File: src/rtl/spi_target.sv
// spi_target: SPI mode-0 target (CPOL=0, CPHA=0), 8-bit frames, MSB first.
// SCLK, CS_N and COPI are oversampled by clk_i through SyncStages flops;
// every SPI action is an edge seen in the clk_i domain.
//
// Ports
//   clk_i, rst_i            system clock, synchronous active-high reset
//   spi_sck_i/_cs_ni/_copi_i SPI pins from the external controller
//   spi_cipo_o, spi_cipo_en_o target data out and its output enable
//   tx_data_i/_valid_i, tx_ready_o   byte stream into the TX holding register
//   rx_data_o/_valid_o, rx_ready_i   received byte stream
//   rx_overrun_o, tx_underrun_o, frame_abort_o   one-cycle event pulses
module spi_target #(
  parameter int unsigned SyncStages = 2,
  parameter logic [7:0]  IdleByte   = 8'hFF
) (
  input  logic       clk_i,
  input  logic       rst_i,
  input  logic       spi_sck_i,
  input  logic       spi_cs_ni,
  input  logic       spi_copi_i,
  output logic       spi_cipo_o,
  output logic       spi_cipo_en_o,
  input  logic [7:0] tx_data_i,
  input  logic       tx_valid_i,
  output logic       tx_ready_o,
  output logic [7:0] rx_data_o,
  output logic       rx_valid_o,
  input  logic       rx_ready_i,
  output logic       rx_overrun_o,
  output logic       tx_underrun_o,
  output logic       frame_abort_o
);

  typedef enum logic {IDLE, ACTIVE} state_t;

  state_t state, state_n;

  logic [SyncStages-1:0] sck_sync, cs_sync, copi_sync;
  logic sck_s, cs_s, copi_s;
  logic sck_d, cs_d;
  logic sck_rise, sck_fall, cs_rise, cs_fall;

  logic [2:0] bit_cnt;
  logic [7:0] tx_shift, rx_shift, hold_data;
  logic       hold_full;
  logic       tx_accept;

  logic load_tx, shift_tx, shift_rx, frame_start, frame_end, abort;

  // Chains reset to 0 (CS seen as asserted): a CS pin already low when
  // reset releases produces no edge, and a high CS gives a cs_rise that
  // IDLE ignores, so no frame starts until CS genuinely toggles.
  always_ff @(posedge clk_i) begin
    if (rst_i) begin
      sck_sync  <= '0;
      cs_sync   <= '0;
      copi_sync <= '0;
      sck_d     <= 1'b0;
      cs_d      <= 1'b0;
    end else begin
      sck_sync  <= {sck_sync[SyncStages-2:0], spi_sck_i};
      cs_sync   <= {cs_sync[SyncStages-2:0], spi_cs_ni};
      copi_sync <= {copi_sync[SyncStages-2:0], spi_copi_i};
      sck_d     <= sck_s;
      cs_d      <= cs_s;
    end
  end

  assign sck_s  = sck_sync[SyncStages-1];
  assign cs_s   = cs_sync[SyncStages-1];
  assign copi_s = copi_sync[SyncStages-1];

  assign sck_rise = sck_s & ~sck_d;
  assign sck_fall = ~sck_s & sck_d;
  assign cs_fall  = ~cs_s & cs_d;
  assign cs_rise  = cs_s & ~cs_d;

  assign tx_ready_o = ~hold_full & ~rst_i;
  assign tx_accept  = tx_valid_i & tx_ready_o;

  always_ff @(posedge clk_i) begin
    if (rst_i) begin
      state <= IDLE;
    end else begin
      state <= state_n;
    end
  end

  always_comb begin
    state_n       = state;
    load_tx       = 1'b0;
    shift_tx      = 1'b0;
    shift_rx      = 1'b0;
    frame_start   = 1'b0;
    frame_end     = 1'b0;
    abort         = 1'b0;
    spi_cipo_o    = 1'b0;
    spi_cipo_en_o = 1'b0;
    case (state)
      IDLE: begin
        if (cs_fall) begin
          state_n     = ACTIVE;
          frame_start = 1'b1;
          load_tx     = 1'b1;
        end
      end
      ACTIVE: begin
        spi_cipo_o    = tx_shift[7];
        spi_cipo_en_o = 1'b1;
        // CS release takes priority over any SCLK edge seen in the same cycle.
        if (cs_rise) begin
          state_n   = IDLE;
          frame_end = 1'b1;
          abort     = (bit_cnt != 3'd0);
        end else begin
          shift_rx = sck_rise;
          if (sck_fall) begin
            load_tx  = (bit_cnt == 3'd0);
            shift_tx = (bit_cnt != 3'd0);
          end
        end
      end
      default: state_n = IDLE;
    endcase
  end

  always_ff @(posedge clk_i) begin
    if (rst_i) begin
      bit_cnt       <= '0;
      tx_shift      <= '0;
      rx_shift      <= '0;
      hold_data     <= '0;
      hold_full     <= 1'b0;
      rx_data_o     <= '0;
      rx_valid_o    <= 1'b0;
      rx_overrun_o  <= 1'b0;
      tx_underrun_o <= 1'b0;
      frame_abort_o <= 1'b0;
    end else begin
      rx_overrun_o  <= 1'b0;
      tx_underrun_o <= 1'b0;
      frame_abort_o <= abort;

      if (load_tx) begin
        if (hold_full) begin
          tx_shift <= hold_data;
        end else begin
          tx_shift      <= IdleByte;
          tx_underrun_o <= 1'b1;
        end
      end else if (shift_tx) begin
        tx_shift <= {tx_shift[6:0], 1'b0};
      end

      // Accept only happens while empty, so a same-cycle reload has
      // already taken IdleByte and the new byte waits for the next boundary.
      if (load_tx && hold_full) begin
        hold_full <= 1'b0;
      end
      if (tx_accept) begin
        hold_full <= 1'b1;
        hold_data <= tx_data_i;
      end

      if (frame_start || frame_end) begin
        bit_cnt <= '0;
      end else if (shift_rx) begin
        bit_cnt <= bit_cnt + 3'd1;
      end

      if (shift_rx) begin
        rx_shift <= {rx_shift[6:0], copi_s};
      end

      if (shift_rx && bit_cnt == 3'd7) begin
        rx_data_o  <= {rx_shift[6:0], copi_s};
        rx_valid_o <= 1'b1;
        if (rx_valid_o && !rx_ready_i) begin
          rx_overrun_o <= 1'b1;
        end
      end else if (rx_valid_o && rx_ready_i) begin
        rx_valid_o <= 1'b0;
      end
    end
  end

endmodule

File: config.mk
export PLATFORM = sky130hd
export DESIGN_NAME = spi_target
export DESIGN_NICKNAME = d
export VERILOG_FILES = /design/src/rtl/spi_target.sv
export SDC_FILE = /design/constraint.sdc
export NUM_CORES = 1
export LEC_CHECK = 0
export BUFFER_PORTS_ARGS = -buffer_cell sky130_fd_sc_hd__buf_2
export CAP_MARGIN = 20
export CORE_MARGIN = 2
export CORE_UTILIZATION = 45
export DETAILED_ROUTE_END_ITERATION = 8
export PLACE_DENSITY = 0.74
export SYNTH_ARGS = -nofsm -noshare
export SYNTH_HDL_FRONTEND = slang
export SYNTH_SLANG_ARGS = --single-unit
File: constraint.sdc
create_clock -name clk_i -period 1.45 [get_ports clk_i]
set_clock_uncertainty 0.15 [all_clocks]
set_input_delay 0.29 -clock clk_i [delete_from_list [all_inputs] [get_ports clk_i]]
set_output_delay 0.29 -clock clk_i [all_outputs]
set_load 0.05 [all_outputs]
==> results.json, run 1 <==
{
  "powerDensity_mw_per_mm2": 977,
  "report.power.total_w": 0.00235,
  "path_class": "flop to flop",
  "drc_errors": 0,
  "synth_common_cells": "48 x dfxtp_1, 29 x nor2_1, 24 x mux2i_1",
  "outcome": "finished, violations left",
  "crit_top_cell": "ha_1",
  "cts_tree": "built",
  "multi_input_area_um2": 926,
  "place_hpwl_mm": 2.46,
  "hold_buffers": 0,
  "syn2layout_area_growth_pct": 28.0,
  "drtPass1Iterations": 4,
  "grt_pass1_wl_mm": 6.04,
  "cts.sinks": 48,
  "crit_required_ns": 1.49,
  "relSlewSlack": 0.778,
  "syn_area_mm2": 0.00188,
  "synth_top_area_frac": 0.512,
  "place_ws_ns": -0.136,
  "drt_iter0_drc": 60,
  "finalSetupViolCount": 17,
  "worst-path-max-fanout": 10,
  "synth_ff_type": "dfxtp_1",
  "tightest_slew_ns": 0.332,
  "cp_slowest_cell": "dfxtp_2",
  "r2r_cells": 6,
  "gp_congestion": 0.738,
  "port_buffers": 29,
  "antenna_left": 0,
  "ys_ff_latch": 48,
  "synth_area_leaders": "dfxtp_1 51%, mux2i_1 13%, nor2_1 5.8%",
  "post-route-period-util": 1.04,
  "hold_viol": 0,
  "grt_pass1_vias": 1359,
  "syn_inst": 194,
  "whs_endpoint": "cs_sync[0]$_SDFF_PP0_",
  "fillers": 340,
  "seq_area_um2": 972,
  "regToRegSetupSlack_ns": -0.06,
  "final_nets": 255,
  "slowest_delay_ns": 0.33,
  "start_kind": "flop",
  "gr-usage-all-layers": 0.175,
  "setup_tns_ns": -0.780,
  "synth_seq_area_share": 0.512,
  "die_x_um": 68.6,
  "grt-ovfl-total": 0,
  "fin_crit_ns": 1.51,
  "antenna_found_initial": 0,
  "yosys.cell_count.top_type": "dfxtp_1",
  "endpoint_kind": "flop",
  "power_leakage_nw": 1.11,
  "wl_per_cell_um": 12.0,
  "r2r-start": "bit_cnt[0]$_SDFFE_PP0P_",
  "min_from": "spi_cs_ni",
  "hold_depth": 2,
  "totalWireLength_mm": 3.46,
  "via_per_inst": 4.95,
  "maxSlewViolCount": 0,
  "r2r-end": "rx_data_o[0]$_SDFFE_PP0P_",
  "grt_max_degree": 21,
  "drive_gt1_frac": 0.336,
  "violations": "setup timing",
  "clk_pin_slew_ns": 0.08,
  "crit_arrival_ns": 1.55,
  "avgSynthCellArea_um2": 9.68,
  "hold_path.class": "input port to flop",
  "crit_chain": "ha_1, ha_1, nand4_1, buf_12, mux2i_1, nor2_1",
  "vias": 1425,
  "maxCapViolations": 0,
  "async_reset_ff_frac": 0,
  "clockBufferDepth": 2,
  "cts_inserted_buffers": 5,
  "ir_drop_mv": 0.738,
  "dieArea_mm2": 0.00471,
  "synth_cell_types": 31,
  "cts_max_level": 2,
  "row_count": 23,
  "start_util": 0.470,
  "rsz0062_at_grt": "yes",
  "diodes": 0,
  "core_mm2": 0.00400,
  "synth-edff-count": 0,
  "io-pin-count": 30,
  "worst_slack_ns": -0.0646,
  "clock.fmax_mhz": 660,
  "cts_root_buf": "clkbuf_8",
  "clock_latency_ns": 0.29,
  "chipHeight_um": 68.6,
  "syn_nets": 212,
  "ys_warn_count": 0,
  "yosysTopAreaCell": "dfxtp_1"
}
==> cells in the final DEF (no fill, tap or decap), types with 2 or more instances in the layout <==
cell type and n:
nand2_1 18, clkbuf_8 6, nor2_1 28, ha_1 2, inv_1 2, nand2b_1 10, a211oi_1 4, a21oi_1 11
clkbuf_1 2, dfxtp_2 6, and2_4 2, buf_4 14, nor2b_1 8, a211oi_2 3, buf_6 6, dfxtp_1 41
inv_2 2, buf_2 26, mux2i_1 24, nor2b_2 2
==> worst max-delay path: cells and delay by family, from the launching register on <==
family | cells | cell delay [ns]
adder cells (fa/ha/maj) | 2 | 0.38
flip-flops | 1 | 0.33
AND/OR/NAND/NOR | 2 | 0.20
multiplexers | 1 | 0.18
buffers and inverters | 1 | 0.16
==> logic make-up (layout without fill, tap and decap cells) <==
family | after synthesis | count (layout) | synth area share
xor+xnor | 1 | 1 | 0.00466
simple gates | 79 | 79 | 0.213
mux | 24 | 24 | 0.128
flops | 48 | 48 | 0.512
fa+ha+maj | 3 | 3 | 0.0200
buf+inv | 16 | 60 | 0.0413
compound gates | 23 | 23 | 0.0813
==> state kept, by name, indices dropped and copies added (netlist names), 2 cells and up <==
name,cells
hold_data,8
rx_data_o,8
tx_shift,8
rx_shift,7
bit_cnt,3
copi_sync,2
cs_sync,2
sck_sync,2
==> where the power goes <==
group / internal, W / switching (W) / total, W
clock: 0.000389 / 0.000401 / 0.000790
combinational: 0.0000890 / 0.0000988 / 0.000188
sequential: 0.00135 / 0.0000193 / 0.00137
total: 0.00183 / 0.000519 / 0.00235
==> area by class of cell <==
class / count / share of cell area
flip-flops and latches: 48 / 0.404
multi-input cells: 130 / 0.385
repair buffers: 48 / 0.141
clock buffers: 8 / 0.0375
well taps: 50 / 0.0260
inverters: 4 / 0.00625
==> layer usage <==
layer,vias to the layer above,global-route usage,part of all wire,wire length [um]
met3,6,0.0503,0.032,110
met1,666,0.219,0.46,1600
met2,22,0.273,0.48,1670
met4,0,0.0900,0.025,87
met5,-,0,0,0
li1,731,-,-,-
==> repair_timing <==
item | 4_1_cts | 5_1_grt
cloned | 0 | 1
gates resized for setup | 16 | 16
pin swaps | 15 | 4
buffers inserted | 2 | 1
setup endpoints to repair | 22 | 37
==> how the worst max path moves through the flow <==
stage,start,to,slack [ns],cells past startpoint
6_report,bit_cnt[0]$_SDFFE_PP0P_,rx_data_o[0]$_SDFFE_PP0P_,-0.06,6
5_1_grt,bit_cnt[1]$_SDFFE_PP0P_,tx_shift[4]$_SDFFE_PP0P_,-0.15,6
4_1_cts,bit_cnt[1]$_SDFFE_PP0P_,tx_shift[2]$_SDFFE_PP0P_,-0.12,6
3_5_place_dp,bit_cnt[1]$_SDFFE_PP0P_,tx_shift[2]$_SDFFE_PP0P_,-0.14,6
3_3_place_gp,bit_cnt[0]$_SDFFE_PP0P_,tx_shift[7]$_SDFFE_PP0P_,-0.05,6
2_1_floorplan,rst_i,tx_ready_o,-0.001,3
==> through the flow <==
stage | util | instances | hold slack (ns) | cell area, um2
final | 0.601 | 288 | 0.0485 | 2400
after global routing | 0.601 | 288 | 0.0341 | 2400
after CTS | 0.585 | 286 | 0.0384 | 2340
after detailed placement | 0.548 | 276 | 0.274 | 2190
after global placement | 0.548 | 276 | 0.268 | 2190
after floorplan | - | 194 | 0.264 | 1920
No activity file was read; power rests on OpenSTA's default activity.
==> inputs of run 2 (changes only) <==
PLACE_DENSITY = 0.72   (was 0.74)
clock period = 1.8 ns   (was 1.45 ns; I/O delays follow)
==> results.json, run 2 (same netlist as run 1, synthesis figures left out) <==
{
  "outcome": "completed",
  "chipHeight_um": 68.6,
  "setup_tns_ns": 0,
  "drtPass1Iterations": 4,
  "cp_slowest_cell": "dfxtp_2",
  "hold_viol": 0,
  "finalSetupViolCount": 0,
  "path_class": "flop to primary output",
  "crit_required_ns": 1.29,
  "start_util": 0.470,
  "cts_tree": "built",
  "clock.fmax_mhz": 604,
  "swShare": 0.219,
  "via_per_inst": 4.95,
  "hold_path.class": "input port to flop",
  "power_leakage_nw": 1.03,
  "rsz0062_at_grt": "no",
  "post-route-period-util": 0.919,
  "grt_pass1_wl_mm": 5.54,
  "worst-path-max-fanout": 13,
  "relSlewSlack": 0.719,
  "cp_top_family": "flip-flops",
  "final_common_cell": "dfxtp_1",
  "endpoint": "spi_cipo_o",
  "grt_max_degree": 29,
  "maxSlewViolCount": 0,
  "io-pin-count": 30,
  "cts_root_buf": "clkbuf_8",
  "report.power.total_w": 0.00198,
  "fin_cells": 276,
  "crit_chain": "and2_1, buf_2",
  "fillers": 376,
  "place_hpwl_mm": 2.26,
  "clockBufferDepth": 2,
  "drive_gt1_frac": 0.230,
  "gp_congestion": 0.775,
  "final_nets": 243,
  "die_x_um": 68.6,
  "gr-usage-all-layers": 0.157,
  "crit_arrival_ns": 1.15,
  "grt_pass1_vias": 1263,
  "ir_drop_mv": 0.549,
  "drt_iter0_drc": 84,
  "antenna_left": 0,
  "place_ws_ns": 0.0402,
  "core_mm2": 0.00400,
  "r2r-start": "bit_cnt[0]$_SDFFE_PP0P_",
  "layout_common_cells": "47 x dfxtp_1, 29 x buf_2, 28 x nor2_1, 24 x mux2i_1, 18 x nand2_1",
  "r2r_cells": 7,
  "wl_per_cell_um": 11.7,
  "slowest_delay_ns": 0.45,
  "powerDensity_mw_per_mm2": 898,
  "regToRegSetupSlack_ns": 0.14,
  "row_count": 23,
  "totalWireLength_mm": 3.23,
  "grt-ovfl-total": 0,
  "hold_buffers": 0,
  "cts.sinks": 48,
  "p_comb_frac": 0.057,
  "tightest_slew_ns": 0.420,
  "clock_latency_ns": 0.30,
  "clk_pin_slew_ns": 0.09,
  "dp.cells": 267,
  "dieArea_mm2": 0.00471,
  "whs_ns": 0.115,
  "diodes": 0,
  "drc_errors": 0,
  "vias": 1366,
  "syn2layout_area_growth_pct": 17.7,
  "critPathBufInv": 1,
  "fin_crit_ns": 1.66,
  "worst_slack_ns": 0.145,
  "p_switching_w": 0.000435,
  "cts_max_level": 2,
  "port_buffers": 29,
  "clock_power_share": 0.383,
  "antenna_found_initial": 0,
  "maxCapViolations": 0,
  "r2r-end": "tx_shift[4]$_SDFFE_PP0P_",
  "p_int_w": 0.00155,
  "power_frac_seq": 0.560,
  "cp.depth": 2,
  "cts_inserted_buffers": 5,
  "start_kind": "flop",
  "endpoint_kind": "primary output",
  "startpoint": "state$_SDFF_PP0_",
  "largest_registers": "hold_data: 8 flops, rx_data_o: 8 flops, tx_shift: 8 flops"
}
-- run 2: area by class of cell --
cell class / count / area (um2) / area share
clock buffers: 5 / 68.8 / 0.0311
flip-flops and latches: 48 / 962 / 0.435
well taps: 50 / 62.6 / 0.0283
clock inverters: 3 / 42.5 / 0.0192
inverters: 4 / 15.0 / 0.00679
repair buffers: 36 / 198 / 0.0894
multi-input cells: 130 / 862 / 0.390
-- run 2: timing repair --
item	4_1_cts	5_1_grt
gates resized for setup	1	3
endpoints found under the setup margin	1	8
pin swaps	0	1
buffers inserted	0	1
-- run 2: per-stage QoR --
step           utilization  area, um2
2_1_floorplan            -       1880
3_3_place_gp         0.518       2070
3_5_place_dp         0.518       2070
4_1_cts              0.547       2190
5_1_grt              0.553       2210
6_report             0.553       2210
-- run 2: worst min path at each step --
stage               depth (start not counted)                    start                        end  slack (ns)
finish                                      2               spi_copi_i    copi_sync[0]$_SDFF_PP0_        0.11
CTS                                         2               spi_copi_i    copi_sync[0]$_SDFF_PP0_        0.11
global route                                3             tx_data_i[0]  hold_data[0]$_SDFFE_PP0P_        0.13
floorplan                                   1  copi_sync[0]$_SDFF_PP0_    copi_sync[1]$_SDFF_PP0_        0.26
detailed placement                          1  copi_sync[0]$_SDFF_PP0_    copi_sync[1]$_SDFF_PP0_        0.27
global placement                            1   sck_sync[0]$_SDFF_PP0_     sck_sync[1]$_SDFF_PP0_        0.27
-- run 2: power by group through the flow --
stage	Sequential [W]	Combinational, W	Clock (W)
4_1_cts	0.00111	0.000112	0.000770
3_3_place_gp	0.00113	0.000109	0
3_5_place_dp	0.00113	0.000111	0
5_1_grt	0.00111	0.000129	0.000816
2_1_floorplan	0.00113	0.0000784	0
6_report	0.00111	0.000113	0.000761
-- run 2: per-layer routing --
metal  global-route usage  wire length [um]
met4               0.0675                52
met5                    0                 0
met3               0.0390               105
met1                0.213              1640
met2                0.236              1430
